==> src/rtl/multicycle_control_if.sv <==
// Control/datapath bundle for the multi-cycle RV32 main controller.
// master: the control unit (drives enables and selects, reads opcode/flags).
// slave:  the datapath/memory side.
interface multicycle_control_if;
  logic [6:0] opcode;
  logic       zero;
  logic       mem_ready;
  logic       pc_write;
  logic       ir_write;
  logic       i_or_d;
  logic       mem_read;
  logic       mem_write;
  logic [1:0] mem_to_reg;
  logic       reg_write;
  logic [1:0] alu_src_a;
  logic [1:0] alu_src_b;
  logic [1:0] alu_op;
  logic [1:0] pc_src;
  logic       illegal;
  logic       timeout;
  logic [3:0] state;

  modport master (
    input  opcode, zero, mem_ready,
    output pc_write, ir_write, i_or_d, mem_read, mem_write, mem_to_reg, reg_write,
           alu_src_a, alu_src_b, alu_op, pc_src, illegal, timeout, state
  );

  modport slave (
    output opcode, zero, mem_ready,
    input  pc_write, ir_write, i_or_d, mem_read, mem_write, mem_to_reg, reg_write,
           alu_src_a, alu_src_b, alu_op, pc_src, illegal, timeout, state
  );
endinterface

==> src/rtl/multicycle_control.sv <==
// Multi-cycle RV32 main control FSM: fetch/decode/execute/memory/writeback
// sequencing, memory ready handshake with timeout, sticky illegal/timeout trap.
// Optional macro MULTICYCLE_CTRL_PERF_EN adds retired/stall_cycles counters.
module multicycle_control #(
  parameter int unsigned MEM_TIMEOUT = 16,
  parameter int unsigned PERF_W      = 32
) (
  input  logic                 clk,
  input  logic                 rst,
  multicycle_control_if.master bus
`ifdef MULTICYCLE_CTRL_PERF_EN
  ,
  output logic [PERF_W-1:0]    retired,
  output logic [PERF_W-1:0]    stall_cycles
`endif
);

  typedef enum logic [3:0] {
    st_fetch    = 4'd0,
    st_decode   = 4'd1,
    st_exec_r   = 4'd2,
    st_exec_i   = 4'd3,
    st_mem_addr = 4'd4,
    st_mem_rd   = 4'd5,
    st_mem_wb   = 4'd6,
    st_mem_wr   = 4'd7,
    st_alu_wb   = 4'd8,
    st_branch   = 4'd9,
    st_jal      = 4'd10,
    st_trap     = 4'd15
  } state_e;

  // Keep at least one bit so a disabled timeout still elaborates cleanly.
  localparam int unsigned CntW = (MEM_TIMEOUT > 0) ? $clog2(MEM_TIMEOUT + 1) : 1;

  state_e            state_q, state_d;
  logic [CntW-1:0]   cnt_q, cnt_d;
  logic              illegal_q, illegal_d;
  logic              timeout_q, timeout_d;
  logic              is_store_q, is_store_d;
  logic              waiting;
  logic              stall;

  // State, wait counter and sticky flags.
  always_ff @(posedge clk) begin
    if (rst) begin
      state_q    <= st_fetch;
      cnt_q      <= '0;
      illegal_q  <= 1'b0;
      timeout_q  <= 1'b0;
      is_store_q <= 1'b0;
    end else begin
      state_q    <= state_d;
      cnt_q      <= cnt_d;
      illegal_q  <= illegal_d;
      timeout_q  <= timeout_d;
      is_store_q <= is_store_d;
    end
  end

  // Next state, trap detection and wait-counter update.
  always_comb begin
    state_d    = state_q;
    illegal_d  = illegal_q;
    timeout_d  = timeout_q;
    is_store_d = is_store_q;
    waiting    = 1'b0;
    unique case (state_q)
      st_fetch: begin
        waiting = 1'b1;
        if (bus.mem_ready) state_d = st_decode;
      end
      st_decode: begin
        // Load/store kind is latched here; opcode is ignored in later states.
        case (bus.opcode)
          7'b0110011: state_d = st_exec_r;
          7'b0010011: state_d = st_exec_i;
          7'b0000011: begin state_d = st_mem_addr; is_store_d = 1'b0; end
          7'b0100011: begin state_d = st_mem_addr; is_store_d = 1'b1; end
          7'b1100011: state_d = st_branch;
          7'b1101111: state_d = st_jal;
          default:    begin state_d = st_trap; illegal_d = 1'b1; end
        endcase
      end
      st_exec_r:   state_d = st_alu_wb;
      st_exec_i:   state_d = st_alu_wb;
      st_alu_wb:   state_d = st_fetch;
      st_mem_addr: state_d = is_store_q ? st_mem_wr : st_mem_rd;
      st_mem_rd: begin
        waiting = 1'b1;
        if (bus.mem_ready) state_d = st_mem_wb;
      end
      st_mem_wb:   state_d = st_fetch;
      st_mem_wr: begin
        waiting = 1'b1;
        if (bus.mem_ready) state_d = st_fetch;
      end
      st_branch:   state_d = st_fetch;
      st_jal:      state_d = st_fetch;
      st_trap:     state_d = st_trap;
      default:     state_d = st_trap;
    endcase

    stall = waiting && !bus.mem_ready;
    if (stall && (MEM_TIMEOUT != 0) && (cnt_q == CntW'(MEM_TIMEOUT))) begin
      state_d   = st_trap;
      timeout_d = 1'b1;
    end

    if (!stall || (state_d != state_q)) cnt_d = '0;
    else                                cnt_d = cnt_q + CntW'(1);
  end

  // Moore output decode; only pc_write/ir_write look at mem_ready or zero.
  always_comb begin
    bus.pc_write   = 1'b0;
    bus.ir_write   = 1'b0;
    bus.i_or_d     = 1'b0;
    bus.mem_read   = 1'b0;
    bus.mem_write  = 1'b0;
    bus.mem_to_reg = 2'b00;
    bus.reg_write  = 1'b0;
    bus.alu_src_a  = 2'b00;
    bus.alu_src_b  = 2'b00;
    bus.alu_op     = 2'b00;
    bus.pc_src     = 2'b00;
    bus.illegal    = 1'b0;
    bus.timeout    = 1'b0;
    bus.state      = 4'd0;
    if (!rst) begin
      bus.illegal = illegal_q;
      bus.timeout = timeout_q;
      bus.state   = state_q;
      case (state_q)
        st_fetch: begin
          bus.mem_read  = 1'b1;
          bus.alu_src_b = 2'b01;
          bus.ir_write  = bus.mem_ready;
          bus.pc_write  = bus.mem_ready;
        end
        st_decode:   bus.alu_src_b = 2'b10;
        st_exec_r: begin
          bus.alu_src_a = 2'b01;
          bus.alu_op    = 2'b10;
        end
        st_exec_i: begin
          bus.alu_src_a = 2'b01;
          bus.alu_src_b = 2'b10;
          bus.alu_op    = 2'b11;
        end
        st_mem_addr: begin
          bus.alu_src_a = 2'b01;
          bus.alu_src_b = 2'b10;
        end
        st_mem_rd: begin
          bus.mem_read = 1'b1;
          bus.i_or_d   = 1'b1;
        end
        st_mem_wb: begin
          bus.reg_write  = 1'b1;
          bus.mem_to_reg = 2'b01;
        end
        st_mem_wr: begin
          bus.mem_write = 1'b1;
          bus.i_or_d    = 1'b1;
        end
        st_alu_wb:   bus.reg_write = 1'b1;
        st_branch: begin
          bus.alu_src_a = 2'b01;
          bus.alu_op    = 2'b01;
          bus.pc_src    = 2'b01;
          bus.pc_write  = bus.zero;
        end
        st_jal: begin
          bus.pc_src     = 2'b01;
          bus.pc_write   = 1'b1;
          bus.reg_write  = 1'b1;
          bus.mem_to_reg = 2'b10;
        end
        default: ;
      endcase
    end
  end

`ifdef MULTICYCLE_CTRL_PERF_EN
  logic retire_ev;
  logic stall_ev;

  always_comb begin
    retire_ev = (state_d == st_fetch) &&
                ((state_q == st_alu_wb) || (state_q == st_mem_wb) || (state_q == st_mem_wr) ||
                 (state_q == st_branch) || (state_q == st_jal));
    stall_ev  = stall && (state_d == state_q);
  end

  // Free-running performance counters, wrapping at 2^PERF_W.
  always_ff @(posedge clk) begin
    if (rst) begin
      retired      <= '0;
      stall_cycles <= '0;
    end else begin
      if (retire_ev) retired <= retired + PERF_W'(1);
      if (stall_ev)  stall_cycles <= stall_cycles + PERF_W'(1);
    end
  end
`endif

endmodule
==> src/flat_wrapper.sv <==
// flat-port wrapper written by rule: the top's interface ports become plain ports
module multicycle_control_flat 
#(
  parameter int unsigned MEM_TIMEOUT = 16,
  parameter int unsigned PERF_W      = 32
)
  (clk, rst, bus_opcode, bus_zero, bus_mem_ready, bus_pc_write, bus_ir_write, bus_i_or_d, bus_mem_read, bus_mem_write, bus_mem_to_reg, bus_reg_write, bus_alu_src_a, bus_alu_src_b, bus_alu_op, bus_pc_src, bus_illegal, bus_timeout, bus_state);
  multicycle_control_if bus_i ();
  input  logic clk;
  input  logic rst;
  input wire logic [$bits(bus_i.opcode)-1:0] bus_opcode;
  input wire logic [$bits(bus_i.zero)-1:0] bus_zero;
  input wire logic [$bits(bus_i.mem_ready)-1:0] bus_mem_ready;
  output wire logic [$bits(bus_i.pc_write)-1:0] bus_pc_write;
  output wire logic [$bits(bus_i.ir_write)-1:0] bus_ir_write;
  output wire logic [$bits(bus_i.i_or_d)-1:0] bus_i_or_d;
  output wire logic [$bits(bus_i.mem_read)-1:0] bus_mem_read;
  output wire logic [$bits(bus_i.mem_write)-1:0] bus_mem_write;
  output wire logic [$bits(bus_i.mem_to_reg)-1:0] bus_mem_to_reg;
  output wire logic [$bits(bus_i.reg_write)-1:0] bus_reg_write;
  output wire logic [$bits(bus_i.alu_src_a)-1:0] bus_alu_src_a;
  output wire logic [$bits(bus_i.alu_src_b)-1:0] bus_alu_src_b;
  output wire logic [$bits(bus_i.alu_op)-1:0] bus_alu_op;
  output wire logic [$bits(bus_i.pc_src)-1:0] bus_pc_src;
  output wire logic [$bits(bus_i.illegal)-1:0] bus_illegal;
  output wire logic [$bits(bus_i.timeout)-1:0] bus_timeout;
  output wire logic [$bits(bus_i.state)-1:0] bus_state;
  assign bus_i.opcode = bus_opcode;
  assign bus_i.zero = bus_zero;
  assign bus_i.mem_ready = bus_mem_ready;
  assign bus_pc_write = bus_i.pc_write;
  assign bus_ir_write = bus_i.ir_write;
  assign bus_i_or_d = bus_i.i_or_d;
  assign bus_mem_read = bus_i.mem_read;
  assign bus_mem_write = bus_i.mem_write;
  assign bus_mem_to_reg = bus_i.mem_to_reg;
  assign bus_reg_write = bus_i.reg_write;
  assign bus_alu_src_a = bus_i.alu_src_a;
  assign bus_alu_src_b = bus_i.alu_src_b;
  assign bus_alu_op = bus_i.alu_op;
  assign bus_pc_src = bus_i.pc_src;
  assign bus_illegal = bus_i.illegal;
  assign bus_timeout = bus_i.timeout;
  assign bus_state = bus_i.state;
  multicycle_control #(.MEM_TIMEOUT(MEM_TIMEOUT), .PERF_W(PERF_W)) u_core (.clk(clk), .rst(rst), .bus(bus_i));
endmodule
==> config.mk <==
export PLATFORM = sky130hd
export DESIGN_NAME = multicycle_control_flat
export DESIGN_NICKNAME = d
export VERILOG_FILES = /design/src/rtl/multicycle_control_if.sv /design/src/rtl/multicycle_control.sv /design/src/flat_wrapper.sv
export SDC_FILE = /design/constraint.sdc
export NUM_CORES = 1
export LEC_CHECK = 0
export BUFFER_PORTS_ARGS = -buffer_cell sky130_fd_sc_hd__clkbuf_2
export CORE_AREA = 2 2 48 50
export CTS_CLUSTER_SIZE = 28
export DETAILED_ROUTE_END_ITERATION = 8
export DIE_AREA = 0 0 50 52
export GPL_TIMING_DRIVEN = 0
export PLACE_DENSITY_LB_ADDON = 0.3
export SYNTH_ARGS = -nofsm -noshare
export SYNTH_HDL_FRONTEND = slang
export SYNTH_SLANG_ARGS = --single-unit
==> constraint.sdc <==
create_clock -name clk -period 1.99 [get_ports clk]
set_input_delay 0.2985 -clock clk [delete_from_list [all_inputs] [get_ports clk]]
set_output_delay 0.2985 -clock clk [all_outputs]
set_load 0.01 [all_outputs]
==> impl_metrics.py <==
metrics = {
    "finish": {
        "drive_above_1_share": 0.3049,
        "nFillCells": 213,
        "fin_area_um2": 1247,
        "layout.nets": 179,
        "final_common_cell": "clkbuf_2",
        "area_delta_synth_final_pct": 23.54,
        "layout_common_cells": "clkbuf_2 (30), nor3_1 (11), dfxtp_1 (11), nor2b_1 (9), nor2_1 (9)",
        "n_antenna_cell": 0,
    },
    "cts": {
        "cts_sinks": 12,
        "cts_buffers": 3,
        "cts_setup_buffers": 0,
        "clock_latency_ns": 0.28,
        "root_buffer": "clkbuf_4",
        "hold_buffers": 0,
        "clockBufferDepth": 2,
        "path_clk_slew_ns": 0.07,
        "cts_tree": "done",
        "h-tree-depth": 1,
    },
    "global_routing": {
        "grt_pass1_vias": 885,
        "grt_overflow": 0,
        "antenna_found_initial": 0,
        "grt_util_all_layers": 0.1925,
        "grt_start_max_net_pins": 11,
        "grt_pass1_wl_mm": 3.870,
    },
    "detailed_routing": {
        "routed_via_density": 5.411,
        "ant_nets": 0,
        "dr.pass1.iters": 4,
        "routed_wl_mm": 2.297,
        "wl_per_cell_um": 11.96,
        "route.vias.total": 1039,
        "drcViolationCount": 0,
        "initialDrtViolationCount": 18,
    },
    "pwr": {
        "ir_drop_uv": 574.8,
        "power.total_mw": 1.568,
        "swShare": 0.4602,
        "powerDensity_nw_per_um2": 1257,
        "clockPowerShare": 0.095,
        "power_leakage_nw": 0.5434,
        "pwr-share-comb": 0.680,
        "seq_power_share": 0.225,
        "power.switching_uw": 721.8,
        "p_int_uw": 846.6,
    },
    "sta": {
        "setup_viol": 0,
        "period_share": 0.9695,
        "fmax_ghz": 0.5183,
        "max-slew-margin-rel": 0.6645,
        "rsz0062_at_grt": "true",
        "hold_viol_final": 0,
        "drv_slew": 0,
        "setup_tns_ns": 0,
        "skew_ns": 0.001332,
        "worst_pin_slew_ns": 0.4905,
        "period_needed_ns": 1.929,
    },
    "floorplan": {
        "rows": 17,
        "start_util": 0.4795,
        "coreArea_um2": 2106,
        "die_h_um": 52,
        "die-area_um2": 2600,
        "fp.dieW_um": 50,
        "pin_count": 33,
    },
    "setup_path": {
        "arrival_ns": 1.63,
        "cp_top_family": "buffers and inverters",
        "required_ns": 1.69,
        "crit_slowest_cell": "dfxtp_1",
        "path_cells": "buf_6, buf_2, nor3b_1, a31oi_1, o21a_1, nor3_1, buf_2",
        "cp-start-kind": "flip-flop",
        "worst_setup_path_end_kind": "output port",
        "max_stage_delay_ns": 0.31,
        "crit_buf_inv": 3,
        "crit_top_cell": "buf_2",
        "worstSetupPathType": "flip-flop to output port",
        "r2r_slack_ns": 0.23,
        "crit_path_max_fanout": 10,
    },
    "synthesis": {
        "syn_avg_cell_area_um2": 7.708,
        "yosys_warnings": 0,
        "yosysUniqueCellTypes": 44,
        "synth_top_cell_area_share": 0.2379,
        "yosysSeqAreaShare": 0.2379,
        "synth_area_leaders": "dfxtp_1 (24%), nor2b_1 (5.6%), nor3_1 (5.5%)",
        "synth_edf_count": 0,
        "ys_ff_latch": 12,
        "syn_area_um2": 1010,
        "synthFlopType": "dfxtp_1",
        "synth_top_area_cell": "dfxtp_1",
        "synthArstFlopShare": 0,
        "syn_inst": 131,
    },
    "run_status": {
        "outcome": "finished, final reports clean",
    },
    "placement": {
        "placed_area_um2": 1199,
        "io_buffers": 30,
        "gp_congestion": 0.8137,
        "hpwlAfterDp_mm": 1.807,
    },
    "min_path": {
        "worstHoldPathType": "input pin to flip-flop",
    },
    "run": {
        "maxCapViolations": 0,
    },
}
==> layer usage <==
| layer | global-route usage | share of wire | vias to the layer above |
|---|---|---|---|
| met5 | 0 | 0 | - |
| met3 | 0.01724 | 0.054 | 5 |
| met4 | 0.09722 | 0.020 | 0 |
| met2 | 0.3246 | 0.45 | 36 |
| li1 | - | - | 528 |
| met1 | 0.2443 | 0.47 | 470 |
==> worst reg2reg max path, stage by stage (launching register included) <==
cell	delay (ns)
dfxtp_1	0.31
buf_6	0.13
or4b_4	0.54
or4_4	0.44
mux2i_1	0.16
nor2_1	0.05
==> per-stage QoR <==
| stage | utilization | hold slack, ns | setup slack, ns | instances |
|---|---|---|---|---|
| 2_1_floorplan | - | 0.4290 | 0.1326 | 132 |
| 3_3_place_gp | 0.5692 | 0.4496 | -0.03983 | 190 |
| 3_5_place_dp | 0.5692 | 0.4517 | -0.08305 | 190 |
| 4_1_cts | 0.5865 | 0.3046 | 0.02152 | 192 |
| 5_1_grt | 0.5924 | 0.3292 | -0.01331 | 192 |
| 6_report | 0.5924 | 0.3009 | 0.06070 | 192 |
==> state kept, by name (all words and copies together), names as in the netlist <==
signal	cells
u_core.is_store_q	1
u_core.timeout_q	1
u_core.illegal_q	1
u_core.cnt_q	5
u_core.state_q	4
==> cell type report <==
class,instances,area [um^2],area share
multi-input combinational,103,691.9,0.5547
clock buffer,3,22.52,0.01805
tap,28,35.03,0.02808
sequential,12,241.5,0.1936
buffer,11,87.58,0.07021
timing repair buffer,30,150.1,0.1204
inverter,5,18.77,0.01505
==> synthesized netlist by cell type, drive strengths merged (2+ instances only) <==
cell type / n
xnor2: 4
mux2i: 4
nand3: 3
clkbuf: 7
nor3b: 2
and2: 2
or4: 2
inv: 5
or2: 2
nor3: 11
nand2b: 8
nor4: 3
a31oi: 3
nor2b: 9
dfxtp: 12
buf: 5
ha: 2
nand2: 8
a211oi: 2
nor2: 9
a21oi: 6
a2111oi: 2
xor2: 2
o21ai: 4
==> kinds of logic (layout without fill, tap and decap cells) <==
kind of cell,after synthesis,after routing,share of synthesized area
compound gates,24,24,0.1772
xor+xnor,6,6,0.05204
fa+ha+maj,2,2,0.02478
buf+inv,17,49,0.08674
flops,12,12,0.2379
mux,5,5,0.05081
other cells,1,2,0.003714
simple gates,64,64,0.3668
==> final timing paths <==
check / startpoint / cells after the start / end
worst max-delay path: u_core.state_q[3] / 7 / bus_pc_write
worst min-delay path: bus_opcode[5] / 3 / u_core.is_store_q
worst max register to register: u_core.state_q[1] / 5 / u_core.is_store_q
worst min register to register: u_core.timeout_q / 2 / u_core.timeout_q
==> power groups by stage <==
| stage | logic (mW) | registers (mW) | clock network [mW] |
|---|---|---|---|
| final | 1.07 | 0.353 | 0.149 |
| after global routing | 1.17 | 0.359 | 0.162 |
| after CTS | 1.05 | 0.349 | 0.152 |
| after detailed placement | 1.04 | 0.334 | 0 |
| after global placement | 1.01 | 0.329 | 0 |
| after floorplan | 0.793 | 0.325 | 0 |
==> what timing repair did <==
item / 4_1_cts / 5_1_grt
setup endpoints to repair: 9 / 5
gates resized for setup: 7 / 8
gates cloned: 0 / 0
Note: power is estimated with default switching activity, not from simulation.
